[config.mk]
export PLATFORM = sky130hd
export DESIGN_NAME = ppu_issue_ctrl
export DESIGN_NICKNAME = d
export VERILOG_FILES = /design/src/rtl/ppu_issue_ctrl.sv
export SDC_FILE = /design/constraint.sdc
export NUM_CORES = 1
export LEC_CHECK = 0
export CORE_UTILIZATION = 42
export CTS_CLUSTER_DIAMETER = 80
export CTS_CLUSTER_SIZE = 24
export DETAILED_ROUTE_END_ITERATION = 10
export PLACE_DENSITY = 0.78
export SLEW_MARGIN = 20
export SYNTH_ARGS = -nofsm -noshare
export SYNTH_HDL_FRONTEND = slang
export SYNTH_SLANG_ARGS = --single-unit
[constraint.sdc]
create_clock -name clk -period 2.6 [get_ports clk]
set_input_delay 0.52 -clock clk [delete_from_list [all_inputs] [get_ports clk]]
set_output_delay 0.52 -clock clk [all_outputs]
set_load 0.005 [all_outputs]
[src/rtl/ppu_issue_ctrl.sv]
// Issue/collect sequencer between EX and the PPU lanes: one broadcast pulse per op,
// per-lane result capture with timeout (NaR fill), flush, and a wrapping done counter.
module ppu_issue_ctrl #(
  parameter int PPU_NUM = 2,
  parameter int LANE_W  = 32 / PPU_NUM,
  parameter int OP_W    = 3,
  parameter int TIMEOUT = 63
) (
  input  logic               clk,
  input  logic               rst,
  input  logic               req_valid_i,
  output logic               req_ready_o,
  input  logic [31:0]        op_a_i,
  input  logic [31:0]        op_b_i,
  input  logic [OP_W-1:0]    op_i,
  input  logic               flush_i,
  output logic               ppu_valid_o,
  output logic [31:0]        ppu_in1_o,
  output logic [31:0]        ppu_in2_o,
  output logic [OP_W-1:0]    ppu_op_o,
  input  logic [PPU_NUM-1:0] lane_valid_i,
  input  logic [31:0]        lane_out_i,
  output logic [31:0]        result_o,
  output logic               result_valid_o,
  input  logic               result_ready_i,
  output logic               error_o,
  output logic               busy_o,
  output logic [15:0]        op_count_o
);

  typedef enum logic [1:0] {IDLE, ISSUE, WAIT, DONE} state_t;

  state_t              state_q;
  logic [PPU_NUM-1:0]  mask_q;
  logic [7:0]          timer_q;
  logic [31:0]         in1_q, in2_q, res_q;
  logic [OP_W-1:0]     op_q;
  logic                ppu_vld_q, res_vld_q, err_q;
  logic [15:0]         cnt_q;

  logic [PPU_NUM-1:0]  mask_d;
  logic [31:0]         res_d, res_nar;
  logic                all_done, timed_out;

  // mask_q is always zero on entry to ISSUE, so the same capture logic serves ISSUE and WAIT.
  always_comb begin
    mask_d  = mask_q | lane_valid_i;
    res_d   = res_q;
    for (int i = 0; i < PPU_NUM; i++) begin
      if (lane_valid_i[i] && !mask_q[i]) res_d[LANE_W*i +: LANE_W] = lane_out_i[LANE_W*i +: LANE_W];
    end
    res_nar = res_d;
    for (int i = 0; i < PPU_NUM; i++) begin
      if (!mask_d[i]) res_nar[LANE_W*i +: LANE_W] = {1'b1, {(LANE_W-1){1'b0}}};
    end
    all_done  = &mask_d;
    timed_out = (timer_q == 8'(TIMEOUT - 1));
  end

  always_ff @(posedge clk) begin
    if (rst) begin
      state_q   <= IDLE;
      mask_q    <= '0;
      timer_q   <= '0;
      in1_q     <= '0;
      in2_q     <= '0;
      op_q      <= '0;
      res_q     <= '0;
      ppu_vld_q <= 1'b0;
      res_vld_q <= 1'b0;
      err_q     <= 1'b0;
      cnt_q     <= '0;
    end else if (flush_i) begin
      state_q   <= IDLE;
      mask_q    <= '0;
      timer_q   <= '0;
      ppu_vld_q <= 1'b0;
      res_vld_q <= 1'b0;
      err_q     <= 1'b0;
    end else begin
      case (state_q)
        IDLE: if (req_valid_i) begin
          in1_q     <= op_a_i;
          in2_q     <= op_b_i;
          op_q      <= op_i;
          res_q     <= '0;
          mask_q    <= '0;
          timer_q   <= '0;
          ppu_vld_q <= 1'b1;
          state_q   <= ISSUE;
        end
        ISSUE: begin
          ppu_vld_q <= 1'b0;
          timer_q   <= '0;
          mask_q    <= mask_d;
          res_q     <= res_d;
          if (all_done) begin
            res_vld_q <= 1'b1;
            err_q     <= 1'b0;
            state_q   <= DONE;
          end else begin
            state_q   <= WAIT;
          end
        end
        WAIT: begin
          mask_q <= mask_d;
          if (all_done) begin
            res_q     <= res_d;
            res_vld_q <= 1'b1;
            err_q     <= 1'b0;
            state_q   <= DONE;
          end else if (timed_out) begin
            res_q     <= res_nar;
            res_vld_q <= 1'b1;
            err_q     <= 1'b1;
            state_q   <= DONE;
          end else begin
            res_q     <= res_d;
            timer_q   <= timer_q + 8'd1;
          end
        end
        DONE: if (result_ready_i) begin
          cnt_q     <= cnt_q + 16'd1;
          res_vld_q <= 1'b0;
          err_q     <= 1'b0;
          mask_q    <= '0;
          timer_q   <= '0;
          state_q   <= IDLE;
        end
        default: state_q <= IDLE;
      endcase
    end
  end

  assign req_ready_o    = (state_q == IDLE) & ~flush_i;
  assign busy_o         = (state_q != IDLE);
  assign ppu_valid_o    = ppu_vld_q;
  assign ppu_in1_o      = in1_q;
  assign ppu_in2_o      = in2_q;
  assign ppu_op_o       = op_q;
  assign result_o       = res_q;
  assign result_valid_o = res_vld_q;
  assign error_o        = err_q;
  assign op_count_o     = cnt_q;

endmodule

Yosys cells after proc, flatten, opt, wreduce, memory -nomap -nowiden:

Cells that the tools add are included.

* register bits after elaboration: 130
* input bits: 106

* $add $sub $neg: 2
* eq/ne operators: 10
* mux-type cells: 31
* bitwise operators: 3
* reduce and logical (&&, ||, !) cells: 20

Operators with widths (number)
* 32-bit 2-to-1 mux: 3
* 32-bit case mux with 3 select lines: 1
* 16-bit 2-to-1 mux: 4
* 8-bit 2-to-1 mux: 4
* 8-bit case mux with 4 select lines: 1
* 16-bit by 1-bit adder with 16-bit output (second input constant): 1
* 3-bit AND reduction: 4
* 2-bit 2-to-1 mux: 5
* 2-bit != test (second input constant): 5
* 8-bit by 1-bit adder with 8-bit output (second input constant): 1
* 8-bit by 6-bit == test with 1-bit output (second input constant): 1
* 1-bit 2-to-1 mux: 8
* 2-bit case mux with 4 select lines: 1
* 4-bit AND reduction: 2
* 1-bit case mux with 3 select lines: 2
* 2-bit case mux with 3 select lines: 1
* 2-bit AND reduction: 3
* 3-bit nonzero test: 2
* 2-bit == test (second input constant): 2
* 2-bit nonzero test: 2
* 2-bit OR reduction: 2
* 3-bit != test (second input constant): 1
* 2-bit by 1-bit == test with 1-bit output (second input constant): 1
* 1-bit logical AND: 2
* 6 further kinds: 7

Logic depth before layout (Yosys ltp):

Gate-level depths: netlist of the first run.

* depth in word-level cells: 7
* gate-level depth with buffers: 9
* depth with buffers taken out: 6

Least setup slack after synthesis of the first run:

Ideal clock, no wire load.

* kind: register to register
* start: register state_q[0]
* end: register res_q[10] (netlist: result_o[10])
* library setup time: 0.115 ns
* arrival time: 1.746 ns
* required time: 2.485 ns
* path slack: 0.739 ns
* stages on the path, launching flop included: 9
* buffers on the path: 2
* cell sequence: dfxtp_1 inv_1 ha_1 nand2b_1 buf_4 nand2_2 o41ai_2 buf_6 nor2_2

* cells in the longest elaborated chain, start to end: 3

Ends and longest elaborated chain
* start: declaration: line 33 `state_t state_q;`
* start signal: assignment: line 62 `state_q <= IDLE;`
* start signal: assignment: line 74 `state_q <= IDLE;`
* start signal: assignment: line 90 `state_q <= ISSUE;`
* 2-bit == test, or another cell as far along: line 81 `case (state_q)`
* 3-bit nonzero test (no source line) / 2-bit != test (equally long branches)
* 3-bit AND reduction (no source line)
* end signal: assignment: line 96 `res_q <= res_d;`
* end signal: assignment: line 108 `res_q <= res_d;`
* end signal: assignment: line 113 `res_q <= res_nar;`
* end: declaration: line 36 `logic [31:0] in1_q, in2_q, res_q;`

Several ways; a longest one is shown, not always the timed one.
A chain may end at the register's enable or synchronous reset.

Final worst setup path of the first run:

* start: register state_q[0]
* end: output req_ready_o

* cells in the longest elaborated chain, start to end: 2

Ends and longest elaborated chain
* 2-bit zero test: line 135 `assign req_ready_o = (state_q == IDLE) & ~flush_i;`
* 1-bit bitwise AND: line 135
* end: declaration: line 12 `output logic req_ready_o,`

Every way passes these cells.

==> results of run 1 <==
[metal layers]
metal / up-vias / GRT usage, % / wire (um)
met5: - / 0 / 0
met4: 0 / 11.2 / 508
met3: 45 / 5.94 / 1020
met2: 223 / 39.3 / 7120
met1: 2266 / 25.4 / 5830
li1: 2449 / - / -
[logic make-up (layout without fill, tap and decap cells)]
kind of cell	count (synthesis)	count (layout)	share of synthesized area [%]
AO/OA/AOI/OAI	119	119	13.3
XOR/XNOR	10	10	1.70
adder cells (fa/ha/maj)	8	8	1.95
buffers and inverters	42	273	3.62
flip-flops	130	130	50.6
multiplexers	33	33	6.42
AND/OR/NAND/NOR	250	250	22.4
[registers in the layout, summed over array words and instances (netlist names)]
signal          cells
ppu_op_o            3
ppu_valid_o         1
result_o           32
mask_q              2
error_o             1
timer_q             8
state_q             2
ppu_in2_o          32
ppu_in1_o          32
result_valid_o      1
op_count_o         16
[synthesized netlist by cell type, types with 8 or more instances]
library cell,instances,area (um2)
dfxtp_1,130,2600
ha_1,8,100
nor2_2,10,62.6
o21ai_0,12,60.1
mux2i_1,33,330
buf_2,8,40.0
clkbuf_1,23,86.3
xor2_1,8,70.1
nand4_1,9,56.3
nor2_1,39,146
a21oi_1,84,420
nand2_1,141,529
nand3_1,9,45.0
[power breakdown]
part           leakage, nW  internal (W)  switching, W
registers             1.06       0.00206     0.0000365
clock network        0.291       0.00153      0.000820
logic                 1.76      0.000345      0.000244
[worst paths after layout]
path,endpoint,slack [ns],cells after the start
max,req_ready_o,0.13,4
min,op_count_o[2]$_SDFFE_PP0P_,0.42,2
max reg2reg,timer_q[6]$_SDFFE_PP0P_,0.49,6
min reg2reg,ppu_in1_o[26]$_SDFFE_PP0P_,0.45,2
[area by class of cell]
cell class | instances | area share (%)
inverters | 7 | 0.323
multi-input cells | 420 | 29.2
well taps | 147 | 2.26
clock inverters | 9 | 1.26
repair buffers | 234 | 28.9
flip-flops and latches | 130 | 32.0
clock buffers | 23 | 6.12
[metrics by stage]
| step | hold WS (ns) | cells | instance area, um2 |
|---|---|---|---|
| 2_1_floorplan | 0.452 | 592 | 5140 |
| 3_3_place_gp | 0.441 | 938 | 7540 |
| 3_5_place_dp | 0.447 | 938 | 7540 |
| 4_1_cts | 0.398 | 970 | 8140 |
| 5_1_grt | 0.415 | 970 | 8140 |
| 6_report | 0.418 | 970 | 8140 |
[critical path, stage by stage, from the launching register on]
cell	delay, ns
dfxtp_1	0.32
inv_1	0.15
ha_1	0.29
nor2b_2	0.24
clkdlybuf4s50_1	0.54
==> summary.md, run 1 <==
| Metric | Value |
|---|---|
| Status | completed |
| Die area | 12700 um2 |
| Layout cells sized above 1 | 7.65% |
| Worst min-delay path startpoint | rst |
| Ant. Diodes | 0 |
| Setup tns final | 0 ns |
| Via Count | 4983 |
| Mapped Avg Cell Area | 8.69 um2 |
| H-tree levels | 4 |
| Number of I/O pins | 226 |
| Commonest non-fill, non-tap cell in the layout | clkdlybuf4s50_1 |
| Starting Density | 43.0% |
| Leakage power | 3.11 nW |
| Worst Skew | between 0.008 and 0.009 ns |
| Tot GR Track Use | 22.5% |
| Worst-path fanout max | 5 |
| Die width | 113 um |
| Register area share after synthesis | between 50 and 60% |
| Slew HR | 44.2% |
| Number of synthesized flops with an enable pin | 0 |
| Count of cell types in the netlist | 45 |
| Clk buf depth | 2 |
| Fillers | around 940 |
| Synth warnings | 0 |
| Slew of the pin with the lowest slew margin | ~0.84 ns |
| Reg2reg start | state_q[0]$_SDFFE_PP0P_ |
| Area delta synth->final | 58.2% |
| CTS sink count | 130 |
| Sequential cell area | 2600 um2 |
| # setup viols final | 0 |
| Final nets | ~920 |
| Worst skew pair latency | 0.41 ns |
| Arrival time worst endpoint | 1.95 ns |
| Setup crit start | state_q[0]$_SDFFE_PP0P_ |
| Dpl ws | 0.198 ns |
| Final worst slack | 0.130 ns |
| DPL Wire Length | 10400 um |
| Remaining Overflow, GRT | 0 |
| CTS root buf | clkbuf_16 |
| Initial antenna violation count | 0 |
| Routed Antenna Nets | 0 |
| Post_cts resized | 0 |
| Cts bufs inserted | 17 |
| FP Rows | 40 |
| Flop and latch count out of synthesis | 130 |
| Synthesized area | 5140 um2 |
| Async set-reset flop share out of synthesis | 0% |
| Global-route wire length before repair | about 23000 um |
| Port Buffer Count | 225 |
| Residual DRC | 0 |
| Routed WL | 14500 um |
| DRT iter0 DRCs | 371 |
| Final Cycle Share | 95.0% |
| Area of the multi-input gates | ~2400 um2 |
| CP required | roughly 2.1 ns |
| RSZ-0062 raised after global routing | false |
| MaxCap Viol Count | 0 |
| First drt pass iteration count | 5 |
| Register clock-pin slew on the reported worst setup and hold paths | ~0.060 ns |
| Setup Buffers After CTS | 0 |
| Max VDD drop | ~330 uV |
| Min Tclk post-route | 2.47 ns |
| Syn nets | 706 |
| Vias in the first global route | 4794 |
| CTS tree | built |
| CP Launch Type | flip-flop |
| Final hold violations | 0 |
| Final core utilization | a little under 70% |
| Max Clk Rate | 405 MHz |
| Pwr per Cell Area | a little over 600 nW/um2 |
| Pin count of the biggest net entering global routing | between 80 and 90 |
| Hold Path Class | input pin to flip-flop |
| Hold-fix buffers at CTS | 0 |
| Gpl congestion | between 0.8 and 0.9 |
| Vias per inst | 5.14 |
| CP Class | flip-flop to primary output |
| Synth Instances | 592 |
| Core box area | 12000 um2 |
| Most frequent cells in the layout | clkdlybuf4s50_1 (224), nand2_1 (140), dfxtp_1 (130) |
| Top FF cell, synth | dfxtp_1 |
| CP Capture Type | primary output |
| Die height | around 110 um |
| Routed len/inst | roughly 15 um |
| Final slew viol count | 0 |
| Total power | 0.00504 W |
(Power assumes the default switching activity.)
==> run 2: changes to the inputs <==
RECOVER_POWER = 25   (was unset)
==> run 2 against run 1 <==
Effect of this change:
- clock power about the same
- clock-buffer cell count unchanged
- die area unchanged
- maximum frequency down 0.34%
- critical path depth unchanged
- utilization down 0.19 points
- critical endpoint unchanged
- largest cell class unchanged
- largest power group unchanged
==> summary.md, run 2 (synthesized netlist as in run 1, its figures left out) <==
| Metric | Value |
|---|---|
| Arrival time worst endpoint | 1.96 ns (was 1.95 ns) |
| Ant. Diodes | 0 (unchanged) |
| Routed len/inst | 14.9 um (about the same) |
| Core box area | 12000 um2 (unchanged) |
| CP Class | flip-flop to primary output (unchanged) |
| Final hold violations | 0 (unchanged) |
| Max Clk Rate | 403 MHz (was 405 MHz) |
| Clk buf depth | 2 (unchanged) |
| Global-route wire length before repair | 22800 um (unchanged) |
| P_sw | 0.00110 W (about the same) |
| Pwr per Cell Area | 620 nW/um2 (was 619 nW/um2) |
| Via Count | 4985 (was 4983) |
| Switching Share | 21.9% (was 21.8%) |
| MaxCap Viol Count | 0 (unchanged) |
| CP required | 2.08 ns (about the same) |
| Reg power frac | 41.7% (about the same) |
| Die height | 113 um (unchanged) |
| Leakage power | 3.24 nW (was 3.11 nW) |
| Combinational Power Share | 11.5% (was 11.7%) |
| Sequential cell area | 2600 um2 (unchanged) |
| First drt pass iteration count | 4 (was 5) |
| Port Buffer Count | 225 (unchanged) |
| DRT iter0 DRCs | 420 (was 371) |
| Number of I/O pins | 226 (unchanged) |
| Layout cells sized above 1 | 7.17% (was 7.65%) |
| Register clock-pin slew on the reported worst setup and hold paths | 0.06 ns (about the same) |
| Final Cycle Share | 95.3% (was 95.0%) |
| Final nets | 924 (unchanged) |
| Area delta synth->final | 57.8% (was 58.2%) |
| H-tree levels | 4 (unchanged) |
| Hold Path Class | input pin to flip-flop (unchanged) |
| Worst min-delay path startpoint | rst (unchanged) |
| Routed Antenna Nets | 0 (unchanged) |
| RSZ-0062 raised after global routing | false (unchanged) |
| CTS tree | built (unchanged) |
| Initial antenna violation count | 0 (unchanged) |
| CTS root buf | clkbuf_16 (unchanged) |
| Max VDD drop | 332 uV (about the same) |
| Most frequent cells in the layout | clkdlybuf4s50_1 (178), nand2_1 (141), dfxtp_1 (130) (was clkdlybuf4s50_1 (224), nand2_1 (140), dfxtp_1 (130)) |
| Cts bufs inserted | 17 (unchanged) |
| # setup viols final | 0 (unchanged) |
| Residual DRC | 0 (unchanged) |
| Setup crit start | state_q[0]$_SDFFE_PP0P_ (unchanged) |
| Starting Density | 43.0% (unchanged) |
| Worst-path fanout max | 5 (unchanged) |
| CP Capture Type | primary output (unchanged) |
| Area of the multi-input gates | 2360 um2 (was 2370 um2) |
| Slew HR | 44.7% (was 44.2%) |
| FP Rows | 40 (unchanged) |
| Die area | 12700 um2 (unchanged) |
| Setup tns final | 0 ns (unchanged) |
| Setup Buffers After CTS | 0 (unchanged) |
| Die width | 113 um (unchanged) |
| Slew of the pin with the lowest slew margin | 0.829 ns (was 0.837 ns) |
| Vias in the first global route | 4794 (unchanged) |
| Commonest non-fill, non-tap cell in the layout | clkdlybuf4s50_1 (unchanged) |
| Internal Power | 0.00393 W (was 0.00394 W) |
| Total power | 0.00503 W (was 0.00504 W) |
| DPL Wire Length | 10400 um (unchanged) |
| Worst Skew | 0.0103 ns (was 0.00885 ns) |
| Final slew viol count | 0 (unchanged) |
| Pin count of the biggest net entering global routing | 83 (unchanged) |
| Worst skew pair latency | 0.41 ns (about the same) |
| Gpl congestion | 0.884 (unchanged) |
| Remaining Overflow, GRT | 0 (unchanged) |
| Status | completed (unchanged) |
| Routed WL | 14500 um (about the same) |
| Fillers | 950 (was 944) |
| Clock power share | 46.8% (was 46.6%) |
| CTS sink count | 130 (unchanged) |
| CP Launch Type | flip-flop (unchanged) |
| Tot GR Track Use | 22.5% (unchanged) |
| Vias per inst | 5.14 (about the same) |
| Reg2reg start | state_q[0]$_SDFFE_PP0P_ (unchanged) |
| Min Tclk post-route | 2.48 ns (was 2.47 ns) |
==> run 2: cell count changes in the layout (fill, tap and decap cells not counted), sizes merged <==
cell / change
clkbuf: +2
buf: -2
clkdlybuf4s50: -46
dlygate4sd3: +46
==> run 2: layer usage <==
metal | GRT usage (%) | share of wire [%] | routed length, um
met3 | 5.94 | 6.8 | 988
met2 | 39.3 | 49 | 7110
met1 | 25.4 | 41 | 5890
met4 | 11.2 | 3.4 | 492
met5 | 0 | 0 | 0
==> run 2: worst paths after layout <==
path / end / slack, ns / cells after the start
worst max-delay path: req_ready_o / 0.12 / 4
worst min-delay path: op_count_o[2]$_SDFFE_PP0P_ / 0.42 / 2
worst max register to register: timer_q[6]$_SDFFE_PP0P_ / 0.48 / 6
worst min register to register: ppu_in1_o[26]$_SDFFE_PP0P_ / 0.45 / 2
==> run 2: final cells by class <==
cell class	instances	area share (%)
inverter	7	0.324
sequential	130	32.1
clock inverter	9	1.26
timing repair buffer	234	28.9
tap	147	2.27
clock buffer	23	6.14
multi-input combinational	420	29.1
==> run 2: worst max-delay path, cell delays in order, from the launching register on <==
cell and delay, ns:
dfxtp_1 0.32, inv_1 0.15, ha_1 0.29, nor2b_2 0.24, clkdlybuf4s50_1 0.54
==> run 2: timing repair <==
action,CTS,global route
endpoints found under the setup margin,0,1
hold buffers,0,0
resized for setup,0,1
==> run 2: power by group through the flow <==
stage / Sequential [W] / Clock (W) / Combinational, W
floorplan: 0.00214 / 0 / 0.000221
global placement: 0.00214 / 0 / 0.000576
detailed placement: 0.00214 / 0 / 0.000588
CTS: 0.00210 / 0.00240 / 0.000592
global route: 0.00211 / 0.00250 / 0.000621
finish: 0.00210 / 0.00235 / 0.000577
==> run 2: metrics by stage <==
stage                     cell area, um2  cells  hold slack (ns)  utilization, %  worst slack [ns]
after detailed placement            7540    938            0.447            63.0             0.198
after global routing                8120    970            0.415            67.9            0.0498
after floorplan                     5140    592            0.452               -             0.739
after CTS                           8140    970            0.398            68.0            0.0463
after global placement              7540    938            0.441            63.0             0.275
final                               8120    970            0.416            67.9             0.121
